<file path="config.mk">
export PLATFORM = sky130hd
export DESIGN_NAME = fetch_queue
export DESIGN_NICKNAME = d
export VERILOG_FILES = /design/src/rtl/fetch_queue_pkg.sv /design/src/rtl/fetch_queue_ram.sv /design/src/rtl/fetch_queue.sv
export SDC_FILE = /design/constraint.sdc
export NUM_CORES = 1
export LEC_CHECK = 0
export ABC_AREA = 1
export BUFFER_PORTS_ARGS = -buffer_cell sky130_fd_sc_hd__buf_2
export CAP_MARGIN = 10
export CORE_ASPECT_RATIO = 1.4
export CORE_UTILIZATION = 45
export CTS_CLUSTER_DIAMETER = 30
export DETAILED_ROUTE_END_ITERATION = 7
export PLACE_DENSITY_LB_ADDON = 0.15
export SYNTH_ARGS = -nofsm -noshare
export SYNTH_HDL_FRONTEND = slang
export SYNTH_HIERARCHICAL = 1
export SYNTH_SLANG_ARGS = --single-unit
</file>
<file path="constraint.sdc">
create_clock -name clk -period 8.65 [get_ports clk]
set_input_delay 0.4325 -clock clk [delete_from_list [all_inputs] [get_ports clk]]
set_output_delay 0.4325 -clock clk [all_outputs]
set_load 0.03 [all_outputs]
</file>
<file path="src/rtl/fetch_queue_pkg.sv">
// Shared CPU front-end definitions: queue entry layout and the default bubble instruction.
package fetch_queue_pkg;

  localparam logic [31:0] NOP_INST_DEFAULT = 32'h0000_0013;  // addi x0, x0, 0

  typedef struct packed {
    logic [31:0] pc;
    logic [31:0] inst;
  } fq_entry_t;

endpackage

</file>
<file path="src/rtl/fetch_queue_ram.sv">
// Fetch queue storage: DEPTH entries of {pc, inst}, one synchronous write, one async read.
module fq_ram
  import fetch_queue_pkg::*;
#(
  parameter int DEPTH = 4
) (
  input  logic                     clk,
  input  logic                     we,
  input  logic [$clog2(DEPTH)-1:0] waddr,
  input  fq_entry_t                wdata,
  input  logic [$clog2(DEPTH)-1:0] raddr,
  output fq_entry_t                rdata
);

  fq_entry_t mem [DEPTH];

  // No reset: validity is tracked entirely by the pointers in the controller.
  always_ff @(posedge clk) begin
    if (we) mem[waddr] <= wdata;
  end

  assign rdata = mem[raddr];

endmodule

</file>
<file path="src/rtl/fetch_queue.sv">
// Instruction fetch queue: credit-gated memory requests, registered push of the
// returning word, and a head entry presented to decode with valid/ready.
module fetch_queue
  import fetch_queue_pkg::*;
#(
  parameter int          DEPTH    = 4,
  parameter logic [31:0] NOP_INST = NOP_INST_DEFAULT
) (
  input  logic                     clk,
  input  logic                     rst,
  input  logic [31:0]              fetch_pc,
  input  logic [31:0]              im_data,
  output logic                     im_req,
  output logic                     pc_hold,
  input  logic                     flush,
  output logic                     id_valid,
  input  logic                     id_ready,
  output logic [31:0]              id_pc,
  output logic [31:0]              id_inst,
  output logic [$clog2(DEPTH):0]   q_count
);

  localparam int AW = $clog2(DEPTH);
  localparam int CW = AW + 1;
  localparam logic [CW-1:0] FULL = CW'(DEPTH);

  logic [AW-1:0] head;
  logic [AW-1:0] tail;
  logic [CW-1:0] count;
  logic          inflight;
  logic          kill;
  logic [31:0]   req_pc;

  logic          credit;
  logic          push;
  logic          pop;
  fq_entry_t     wr_entry;
  fq_entry_t     head_entry;

  // An outstanding request already owns a slot, so it counts against capacity.
  assign credit   = (count + CW'(inflight)) < FULL;
  assign im_req   = credit & ~flush & ~rst;
  assign pc_hold  = ~im_req;

  assign push     = inflight & ~kill & ~flush & ~rst;
  assign id_valid = (count != '0) & ~rst;
  assign pop      = id_valid & id_ready;

  assign id_pc    = id_valid ? head_entry.pc   : '0;
  assign id_inst  = id_valid ? head_entry.inst : NOP_INST;
  assign q_count  = count;

  assign wr_entry = '{pc: req_pc, inst: im_data};

  always_ff @(posedge clk) begin
    if (rst) begin
      head     <= '0;
      tail     <= '0;
      count    <= '0;
      inflight <= 1'b0;
      kill     <= 1'b0;
      req_pc   <= '0;
    end else begin
      if (im_req) req_pc <= fetch_pc;
      inflight <= im_req;
      kill     <= flush;
      if (flush) begin
        head  <= '0;
        tail  <= '0;
        count <= '0;
      end else begin
        if (push) tail <= tail + AW'(1);
        if (pop)  head <= head + AW'(1);
        case ({push, pop})
          2'b10:   count <= count + CW'(1);
          2'b01:   count <= count - CW'(1);
          default: count <= count;
        endcase
      end
    end
  end

  fq_ram #(
    .DEPTH (DEPTH)
  ) u_ram (
    .clk   (clk),
    .we    (push),
    .waddr (tail),
    .wdata (wr_entry),
    .raddr (head),
    .rdata (head_entry)
  );

endmodule

</file>
======== Word level (Yosys, flattened, before mapping) ========
Memory sizes are Yosys's and may differ from the RTL's. A register that Yosys moved wholly into a read port is not among the register bits.
Cells that the tools add are included.
Widths: inputs -> output; s select.
word-level totals
  register bits ........................... 41
  RAM bits ................................ 256
  bits of input ports ..................... 68
  output and inout bits ................... 70
  logic and storage cells ................. 36
  memories kept ........................... 1
cells by class
  add/sub/neg operators ................... 5
  order comparisons ....................... 1
  equality and inequality tests ........... 2
  muxes and demuxes ....................... 7
  bitwise operators ....................... 11
  reduce and logical (&&, ||, !) cells .... 3
memory list
  name       depth  bits a word  read ports  clocked after Yosys merged registers in  write ports  line                   source
  u_ram.mem  4      64           1           1                                        1            fetch_queue_ram.sv:15  fq_entry_t mem [DEPTH];
operator list
  kind                 number
  $mux 32              2
  $and 1x1->1          7
  $pmux 3 s2           1
  $add 2x1->2 const B  2
  $mux 2               2
  $not 1->1            4
  $add 3x1->3          1
  $add 3x1->3 const B  1
  $lt 3x3->1 const B   1
  $reduce_bool 3->1    1
  $sub 3x1->3 const B  1
  $eq 2x1->1 const B   1
  $eq 2x2->1 const B   1
  $mux 1               2
  $reduce_bool 2->1    1
  $reduce_or 2->1      1

======== Longest topological paths before layout ========
Gate-level depths: netlist (run 1).
  word-level depth ........................ 6
  mapped depth ............................ 12

======== Hierarchy ========
Netlist (run 1), hierarchy kept.
by module, submodules not included
  module       times used  cells each  area each (um2)  sequential area each (um2)
  fq_ram       1           1,010       10,761.6         7,687.4
  fetch_queue  1           468         2,607.5          820.8

======== Worst setup path after synthesis (run 1) ========
OpenSTA, ideal clock, no wires.
  path kind ............................... input -> register
  from .................................... in rst
  to ...................................... mem u_ram/mem[1][0] in the netlist's numbering, enable pin
  setup time .............................. 0.565 ns
  arrival time ............................ 5.361 ns
  required time ........................... 8.085 ns
  path slack .............................. 2.724 ns
  stages .................................. 6
  cell sequence ........................... nor2_2 buf_4 nand2_1 inv_1 inv_1 nor3_1
on the way
  longest elaborated chain between the ends .. 4
RTL lines
  item                          line                   source
  start, declared               fetch_queue.sv:10      input logic rst,
  $not 1->1                     fetch_queue.sv:45      assign push = inflight & ~kill & ~flush & ~rst;
  $and 1x1->1                   fetch_queue.sv:45
  via push                      fetch_queue.sv:35      logic push;
  $mux 1                        fetch_queue_ram.sv:19  if (we) mem[waddr] <= wdata;
  $mux 1 (not written as such)  fetch_queue_ram.sv:19
  end, declared                 fetch_queue_ram.sv:15
The timed path passes the listed nets, and every way through them passes these cells.

==> impl_metrics.csv, run 1 <==
group,metric,value,unit
critical_path,cp.arrival,3.22,ns
clocking,htree_levels,2,
logic_synthesis,synth_xor_area_frac,0.000655,
route,final_antenna_net_count,0,
power,ir_drop,0.000135,V
route,num_vias,9119,
final_layout,antenna_cells,0,
timing,hold_viol,0,
timing,rsz0062_at_grt,"no",
job,maxCapViolations,0,
die,die_w,148,um
route,firstDrtPassIters,6,
logic_synthesis,synth_top_area_share,0.575,
final_layout,finish.instance_area,15700,sq um
global_routing,gr-total-overflow,0,
clocking,clock_sinks,297,
critical_path,cp_cell_sequence,"inv_4 > buf_4 > nand2_1 > nand3_1 > nand2_1 > or2_2 > buf_2",
clocking,post_cts_buffers,0,
global_routing,grt_pass1_vias,8491,
die,rows,74,
final_layout,fin_nets,1677,
critical_path,startpoint_type,"flop",
logic_synthesis,ys_seq_area_frac,0.636,
final_layout,postLayoutCoreUtil,0.539,
die,die_y,206,um
global_routing,use_met3,0.0320,
final_layout,fillers,2674,
placed_design,gp_congestion,0.739,
die,start_util,0.458,
clocking,ctsResizeCount,0,
power,leakage,7.83,nW
timing,tightestPinTransition,1.16,ns
logic_synthesis,syn_inst,1478,
critical_path,path_max_fanout,102,
logic_synthesis,synth_top_family_by_area,"simple AND/OR/NAND/NOR gates",
route,drc,0,
die,core,29200,sq um
critical_path,slowest_delay,0.95,ns
clocking,clock_latency,0.54,ns
logic_synthesis,synth_area_leaders,"edfxtp_1, inv_1, nand2_1",
logic_synthesis,synth_cell_types,24,
timing,max-slew-margin-rel,0.224,
die,dieArea,30400,sq um
route,drt_iter0_markers,459,
critical_path,critPathKind,"flop to output port",
timing,max_freq,0.274,GHz
critical_path,cp_top_family,"buffers and inverters",
placed_design,portBuffers,137,
global_routing,busiest_layer,"met2",
route,viasPerCell,4.51,
clocking,numCtsBuffers,43,
logic_synthesis,muxShareOfSynthArea,0,
clocking,clk_pin_slew,0.05,ns
final_layout,seq_area,8520,sq um
clocking,holdBufCountCts,0,
final_layout,fin_cells,2022,
placed_design,place_inst,1942,
placed_design,dp_hpwl,15.8,mm
route,drt_wl_total,28.0,mm
logic_synthesis,synth_seq_cells,297,
critical_path,critPathBufInv,3,
global_routing,grt_pass1_wl,44.2,mm
timing,finalSetupViolCount,0,
timing,timing.final.ws_setup,5.00,ns
global_routing,grt_util_met1,0.236,
critical_path,cpMaxStageDelayCell,"buf_4",
logic_synthesis,synth_compound_area_frac,0.00337,
power,powerDensity,212,nW/um^2
global_routing,grt_max_degree,103,
timing,period_minus_slack,3.65,ns
final_layout,drive_gt1_frac,0.143,
critical_path,critPathCaptureType,"output port",
global_routing,grt_antenna_before_repair,1,
critical_path,crit_required,8.22,ns
clocking,root_buffer,"clkbuf_16",
final_layout,area_delta_synth_final,17.5,%
outcome,outcome,"complete, no violations",
logic_synthesis,avgSynthCellArea,9.05,sq um
critical_path,cpMostUsedCell,"nand2_1",
timing,slew_viol_final,0,
clocking,clk_path_buf_depth,3,
min_path,hold_path.class,"input pin to flop",
placed_design,dp_slack,5.30,ns
logic_synthesis,synth_fa_ha_area_frac,0.00243,
global_routing,track_usage,0.188,
final_layout,multi_input_area,2930,sq um
timing,fin_crit_sh,0.422,
route,wl_per_cell,13.9,um
logic_synthesis,synth_top_cell_by_area,"edfxtp_1",
timing,fin_setup_tns,0,ns
clocking,cts_tree,"built",
logic_synthesis,synth_nets,1548,
global_routing,gr-usage-met2,0.331,
die,io_pins,138,
logic_synthesis,syn-cell-area,13400,sq um
logic_synthesis,yosysWarnings,6,
logic_synthesis,synthSimpleGateAreaFrac,0.210,
timing,skew,0.0203,ns
placed_design,placed_cell_area,14300,sq um
-- stage by stage --
stage                     hold WS [ns]  total power [mW]
after global placement           0.478              1.70
after CTS                       0.0972              3.37
after detailed placement         0.494              1.71
after floorplan                  0.460              1.67
final                            0.121              3.34
after global routing             0.105              3.44
-- per-layer routing --
| layer | part of all wire | wire (um) | up-vias |
|---|---|---|---|
| li1 | - | - | 4718 |
| met1 | 0.44 | 12200 | 4188 |
| met2 | 0.50 | 14000 | 172 |
| met3 | 0.045 | 1270 | 39 |
| met4 | 0.018 | 504 | 2 |
| met5 | 0.00046 | 13 | - |
-- where the power goes --
part           switching [mW]  total [mW]  internal, mW  leakage, nW
registers              0.0156        1.59          1.57         2.67
clock network           0.644        1.66          1.02        0.675
logic                  0.0555      0.0870        0.0315         4.48
total                   0.715        3.34          2.62         7.83
-- layout make-up --
type,count,share of cell area
clock buffers,50,0.0721
clock inverters,30,0.0168
inverters,433,0.104
multi-input cells,684,0.186
flip-flops and latches,297,0.542
well taps,380,0.0303
repair buffers,148,0.0489
-- synth_stat cells (all sizes together) --
master    n
xor2      1
or2       3
fa        1
nor2    102
clkbuf   12
ha        1
clkinv    1
o21ai     3
dfxtp    41
nand2   397
edfxtp  256
nand4    34
nor3      4
a21oi     6
nand3   132
inv     432
buf      52
-- logic make-up (layout without fill, tap and decap cells) --
logic type / Yosys count / after routing
buffers and inverters: 497 / 661
AND/OR/NAND/NOR: 672 / 672
AO/OA/AOI/OAI: 9 / 9
XOR/XNOR: 1 / 1
adder cells (fa/ha/maj): 2 / 2
flip-flops: 297 / 297
-- worst paths after layout --
kind | start | end | slack (ns) | cells past startpoint
worst max register to register | q_count[2] | req_pc[28] | 6.36 | 6
worst min-delay path | im_data[29] | u_ram/mem[3][29] | 0.12 | 1
worst max-delay path | head[0] | id_inst[1] | 5.00 | 7
worst min register to register | req_pc[15] | u_ram/mem[1][47] | 0.50 | 0
-- flip-flops by register name, summed over array words and instances, names as in the netlist --
signal and count:
tail 2, head 2, q_count 3, u_ram/mem 256, req_pc 32, inflight 1, kill 1
-- cell usage in the layout, fill, tap and decap left out --
master      Yosys  final
nor3_2          0      4
clkinv_2        0      6
clkbuf_16       0     44
inv_8           0      2
clkbuf_1       12      5
nand2_4         0      1
dfxtp_4         0      2
nand2_1       396    395
fa_1            1      1
dfxtp_1        41     39
a21oi_1         6      6
xor2_1          1      1
nand3_1       131    131
clkbuf_8        0      1
clkinv_8        0      1
inv_4           0      1
ha_1            1      1
inv_6           0      8
nand3_4         1      1
nand4_1        33     33
nand2_2         1      1
edfxtp_1      256    256
clkinv_4        0      1
o21ai_0         3      3
clkinv_1        1      6
nand4_2         1      1
buf_4          15     11
buf_2          35    137
nor2_4          0      1
nor2_1        101    101
inv_1         430    430
clkinvlp_4      0      5
or2_2           3      3
bufinv_16       0      2
inv_2           2      1
Power figures use the tool's default switching activity.
==> inputs of run 2 (changes only) <==
==> constraint.sdc (replaced) <==
create_clock -name clk -period 2.9 [get_ports clk]
set_input_delay 0.145 -clock clk [delete_from_list [all_inputs] [get_ports clk]]
set_output_delay 0.145 -clock clk [all_outputs]
set_load 0.03 [all_outputs]
==> run 2 against run 1 <==
Compared with the run above: hold slack got worse by 0.10 ns; register-to-register slack got worse by 5.5 ns; critical path depth unchanged; sequential share of layout area shrank 2.9 points; via count increased by 3.7%; core utilization increased by 3.0 points.
==> impl_metrics.csv, run 2 (synthesis gave the netlist of run 1 again) <==
group,metric,value,unit
timing,period_minus_slack,2.50,ns
critical_path,startpoint_type,"flop",
clocking,root_buffer,"clkbuf_16",
timing,hold_viol,0,
placed_design,dp_slack,0.896,ns
critical_path,r2r_setup_slack,0.85,ns
clocking,ctsResizeCount,0,
power,powerDensity,622,nW/um^2
placed_design,place_inst,1951,
route,drc,0,
clocking,htree_levels,2,
final_layout,mostFrequentLayoutCell,"inv_1",
final_layout,fillers,2608,
critical_path,cp.arrival,2.35,ns
placed_design,dp_hpwl,15.7,mm
die,die_w,148,um
die,dieArea,30400,sq um
min_path,holdPathEnd,"req_pc[24]",
clocking,clk_path_buf_depth,3,
critical_path,r2r_cells,12,
critical_path,critPathKind,"flop to output port",
timing,rsz0062_at_grt,"no",
timing,finalSetupViolCount,0,
critical_path,cp_cell_sequence,"inv_2 > buf_4 > nand3_1 > nand2_1 > inv_1 > nor2_1 > buf_2",
timing,fin_setup_tns,0,ns
critical_path,critPathCaptureType,"output port",
route,drt_wl_total,28.4,mm
final_layout,largest_register_ffs,256,
final_layout,area_delta_synth_final,24.2,%
route,viasPerCell,4.52,
die,die_y,206,um
clocking,clock_sinks,297,
final_layout,top_register,"u_ram/mem",
die,io_pins,138,
power,ir_drop,0.000370,V
critical_path,slowest_delay,0.45,ns
route,final_antenna_net_count,0,
timing,max-slew-margin-rel,0.406,
die,core,29200,sq um
min_path,hold_depth,5,
final_layout,fin_nets,1748,
clocking,clk_pin_slew,0.05,ns
final_layout,final_cell_mix,"inv_1, nand2_1, edfxtp_1",
timing,hold-worst-slack,0.0172,ns
timing,fin_crit_sh,0.861,
clocking,cts_tree,"built",
job,maxCapViolations,0,
timing,slew_viol_final,0,
timing,max_freq,0.401,GHz
route,num_vias,9460,
final_layout,drive_gt1_frac,0.139,
die,start_util,0.458,
outcome,outcome,"complete, no violations",
critical_path,path_max_fanout,24,
min_path,hold_path.class,"input pin to flop",
critical_path,crit_required,2.76,ns
route,firstDrtPassIters,5,
power,fin_total_pwr,10.3,mW
clocking,clock_latency,0.53,ns
route,drt_iter0_markers,460,
final_layout,fin_cells,2095,
power,leakage,8.20,nW
timing,timing.final.ws_setup,0.404,ns
global_routing,grt_pass1_wl,45.6,mm
global_routing,track_usage,0.194,
global_routing,grt_antenna_before_repair,1,
critical_path,cpMaxStageDelayCell,"inv_2",
min_path,hold_path.startpoint,"fetch_pc[24]",
global_routing,grt_max_degree,131,
placed_design,gp_congestion,0.758,
global_routing,grt_pass1_vias,9167,
critical_path,r2r-start,"q_count[1]",
timing,tightestPinTransition,0.892,ns
route,wl_per_cell,13.5,um
die,rows,74,
critical_path,r2r_end,"q_count[2]",
global_routing,gr-total-overflow,0,
clocking,numCtsBuffers,44,
timing,skew,0.0142,ns
placed_design,portBuffers,137,
-- run 2: metrics by stage --
step | util | instance area (sq um)
floorplan | - | 13400
global placement | 0.497 | 14500
detailed placement | 0.497 | 14500
CTS | 0.569 | 16600
global route | 0.569 | 16600
finish | 0.569 | 16600
-- run 2: how the worst max path moves through the flow --
stage	startpoint	endpoint	slack, ns	depth (start not counted)
2_1_floorplan	rst	u_ram/mem[0][0]	-0.79	6
3_3_place_gp	q_count[0]	q_count[2]	0.91	12
3_5_place_dp	q_count[1]	q_count[2]	0.90	12
4_1_cts	head[1]	id_pc[13]	0.36	7
5_1_grt	head[1]	id_pc[13]	0.26	7
6_report	head[1]	id_pc[13]	0.40	7
-- run 2: critical path, delay by kind of cell (launching register included) --
family / cells / cell delay, ns
DFF: 1 / 0.34
and+or+nand+nor: 3 / 0.36
buffers and inverters: 4 / 1.11
-- run 2: report_power, final --
part           internal (mW)  switching (mW)
clock network           3.46            1.79
logic                  0.150           0.176
registers               4.70          0.0421
total                   8.31            2.01
-- run 2: routing by layer --
metal  vias to the layer above  part of all wire  global-route usage
li1                       4867                 -                   -
met1                      4336              0.42               0.229
met2                       204              0.51               0.354
met3                        53             0.040              0.0325
met4                         0             0.024              0.0696
met5                         -                 0                   0
-- run 2: repair_timing --
action,4_1_cts,5_1_grt
hold buffers,61,0
endpoints found under the hold margin,156,0
setup buffers,0,0
-- run 2: area by class of cell --
cell class	instances	area (sq um)	area share
clock buffers	64	1260	0.0758
diodes	1	2.50	0.000151
well taps	380	475	0.0286
repair buffers	218	1520	0.0917
multi-input cells	684	2950	0.178
inverters	433	1630	0.0981
clock inverters	18	244	0.0147
flip-flops and latches	297	8520	0.513
==> inputs of run 3 (changes only) <==
--- a/config.mk
+++ b/config.mk
@@ -8,7 +8,6 @@
 export ABC_AREA = 1
 export BUFFER_PORTS_ARGS = -buffer_cell sky130_fd_sc_hd__buf_2
 export CAP_MARGIN = 10
-export CORE_ASPECT_RATIO = 1.4
 export CORE_UTILIZATION = 45
 export CTS_CLUSTER_DIAMETER = 30
 export DETAILED_ROUTE_END_ITERATION = 7
==> run 3 against run 2 <==
Compared with the run above: hold slack improved by 0.063 ns; via count about the same; sequential power about the same; combinational power increased by 3%; flip-flop and latch count unchanged; core utilization increased by 2.3 points; setup slack got worse by 0.16 ns; sequential share of layout area decreased by 1.6 points; largest cell class unchanged.
==> impl_metrics.csv, run 3 (synthesis gave the netlist of run 1 again) <==
group,metric,value,unit
outcome,outcome,"complete, no violations",
final_layout,drive_gt1_frac,0.155,
critical_path,startpoint_type,"flop",
die,start_util,0.462,
power,p_int,9.13,mW
critical_path,r2r_cells,12,
final_layout,fillers,2493,
critical_path,cpMaxStageDelayCell,"dfxtp_4",
timing,period_minus_slack,2.66,ns
die,io_pins,138,
clocking,clk_path_buf_depth,3,
timing,slew_viol_final,0,
timing,rsz0062_at_grt,"no",
clocking,htree_levels,2,
power,powerDensity,676,nW/um^2
power,leakage,8.48,nW
critical_path,r2r_end,"q_count[2]",
clocking,root_buffer,"clkbuf_16",
route,drt_wl_total,28.7,mm
die,rows,62,
global_routing,grt_pass1_vias,9068,
power,clock_power_share,0.561,
min_path,hold_depth,5,
timing,fin_setup_tns,0,ns
final_layout,fin_nets,1770,
timing,finalSetupViolCount,0,
timing,tightestPinTransition,0.763,ns
clocking,clock_latency,0.57,ns
min_path,hold_path.class,"input pin to flop",
final_layout,largest_register_ffs,256,
min_path,holdPathEnd,"tail[1]",
power,ir_drop,0.000414,V
die,core,28900,sq um
critical_path,r2r_setup_slack,0.76,ns
timing,max-slew-margin-rel,0.491,
critical_path,crit_required,2.76,ns
critical_path,slowest_delay,0.63,ns
power,fin_total_pwr,11.6,mW
critical_path,r2r-start,"q_count[0]",
critical_path,critPathCaptureType,"output port",
clocking,ctsResizeCount,0,
timing,max_freq,0.376,GHz
route,viasPerCell,4.44,
global_routing,gr-total-overflow,0,
clocking,numCtsBuffers,58,
die,die_w,174,um
power,p_sw,2.45,mW
job,maxCapViolations,0,
route,final_antenna_net_count,0,
route,wl_per_cell,13.5,um
global_routing,grt_pass1_wl,46.1,mm
clocking,cts_tree,"built",
placed_design,portBuffers,137,
power,combPwrFrac,0.029,
final_layout,top_register,"u_ram/mem",
route,drc,0,
final_layout,postLayoutCoreUtil,0.592,
critical_path,path_max_fanout,46,
min_path,hold_path.startpoint,"flush",
die,dieArea,30400,sq um
global_routing,grt_antenna_before_repair,0,
final_layout,final_cell_mix,"inv_1, nand2_1, edfxtp_1",
clocking,clock_sinks,297,
critical_path,cp_cell_sequence,"buf_4 > nand2_1 > nand3_1 > nand2_1 > or2_2 > buf_2",
critical_path,critPathKind,"flop to output port",
clocking,clk_pin_slew,0.05,ns
placed_design,gp_congestion,0.746,
critical_path,crit_start,"head[0]",
timing,fin_crit_sh,0.917,
critical_path,cpMostUsedCell,"nand2_1",
global_routing,grt_max_degree,57,
final_layout,antenna_cells,0,
final_layout,mostFrequentLayoutCell,"inv_1",
placed_design,dp_hpwl,16.1,mm
timing,skew,0.0215,ns
final_layout,area_delta_synth_final,28.1,%
route,drt_iter0_markers,560,
critical_path,cp.arrival,2.51,ns
timing,hold_viol,0,
route,num_vias,9467,
power,p_seq_frac,0.410,
global_routing,track_usage,0.193,
power,switching_share,0.211,
die,die_y,174,um
route,firstDrtPassIters,5,
==> run 3: cell types whose count changed in the layout (fill, tap and decap cells not counted), sizes merged <==
cell,delta
buf,+2
clkbuf,+2
dlygate4sd3,+6
diode,-1
inv,+9
clkinv,+14
bufinv,+1
==> run 3: repair_timing <==
| action | 4_1_cts | 5_1_grt |
|---|---|---|
| hold buffers | 67 | 0 |
| endpoints found under the hold margin | 162 | 0 |
| buffers inserted | 0 | 0 |
==> run 3: cell type report <==
cell class / count / area [sq um] / area share
Timing Repair Buffer: 226 / 1580 / 0.0925
Tap cell: 384 / 480 / 0.0281
Clock inverter: 42 / 472 / 0.0275
Sequential cell: 297 / 8520 / 0.497
Inverter: 433 / 1630 / 0.0951
Clock buffer: 66 / 1490 / 0.0871
Multi-Input combinational cell: 684 / 2950 / 0.172
==> run 3: routing by layer <==
layer / GRT usage / wire [um] / part of all wire / vias to the layer above
met2: 0.318 / 13300 / 0.46 / 244
met1: 0.255 / 13400 / 0.47 / 4262
met5: 0 / 0 / 0 / -
li1: - / - / - / 4918
met3: 0.0396 / 1510 / 0.052 / 43
met4: 0.0625 / 492 / 0.017 / 0
==> run 3: power by group through the flow <==
| stage | clock network [mW] | registers (mW) | logic (mW) |
|---|---|---|---|
| after floorplan | 0 | 4.81 | 0.154 |
| after global placement | 0 | 4.82 | 0.264 |
| after detailed placement | 0 | 4.82 | 0.268 |
| after CTS | 6.60 | 4.74 | 0.338 |
| after global routing | 6.81 | 4.75 | 0.381 |
| final | 6.50 | 4.74 | 0.335 |
==> run 3: how the worst max path moves through the flow <==
stage,to,slack [ns],cells after the start
after floorplan,u_ram/mem[0][0],-0.79,6
after global placement,u_ram/mem[0][26],0.75,7
after detailed placement,u_ram/mem[0][26],0.75,7
after CTS,id_inst[1],0.20,6
after global routing,id_inst[1],0.07,6
final,id_inst[1],0.24,6
==> run 3: metrics by stage <==
stage	hold WS [ns]	setup WS [ns]	std cells	instance area (sq um)
2_1_floorplan	0.216	-0.795	1478	13400
3_3_place_gp	0.359	0.753	1957	14500
3_5_place_dp	0.366	0.746	1957	14500
4_1_cts	0.0650	0.204	2132	17100
5_1_grt	0.149	0.0693	2132	17100
6_report	0.0803	0.240	2132	17100
==> run 3: critical path, delay by kind of cell, from the launching register on <==
family / cells / cell delay [ns]
buffers and inverters: 2 / 0.71
DFF: 1 / 0.63
and+or+nand+nor: 4 / 0.59
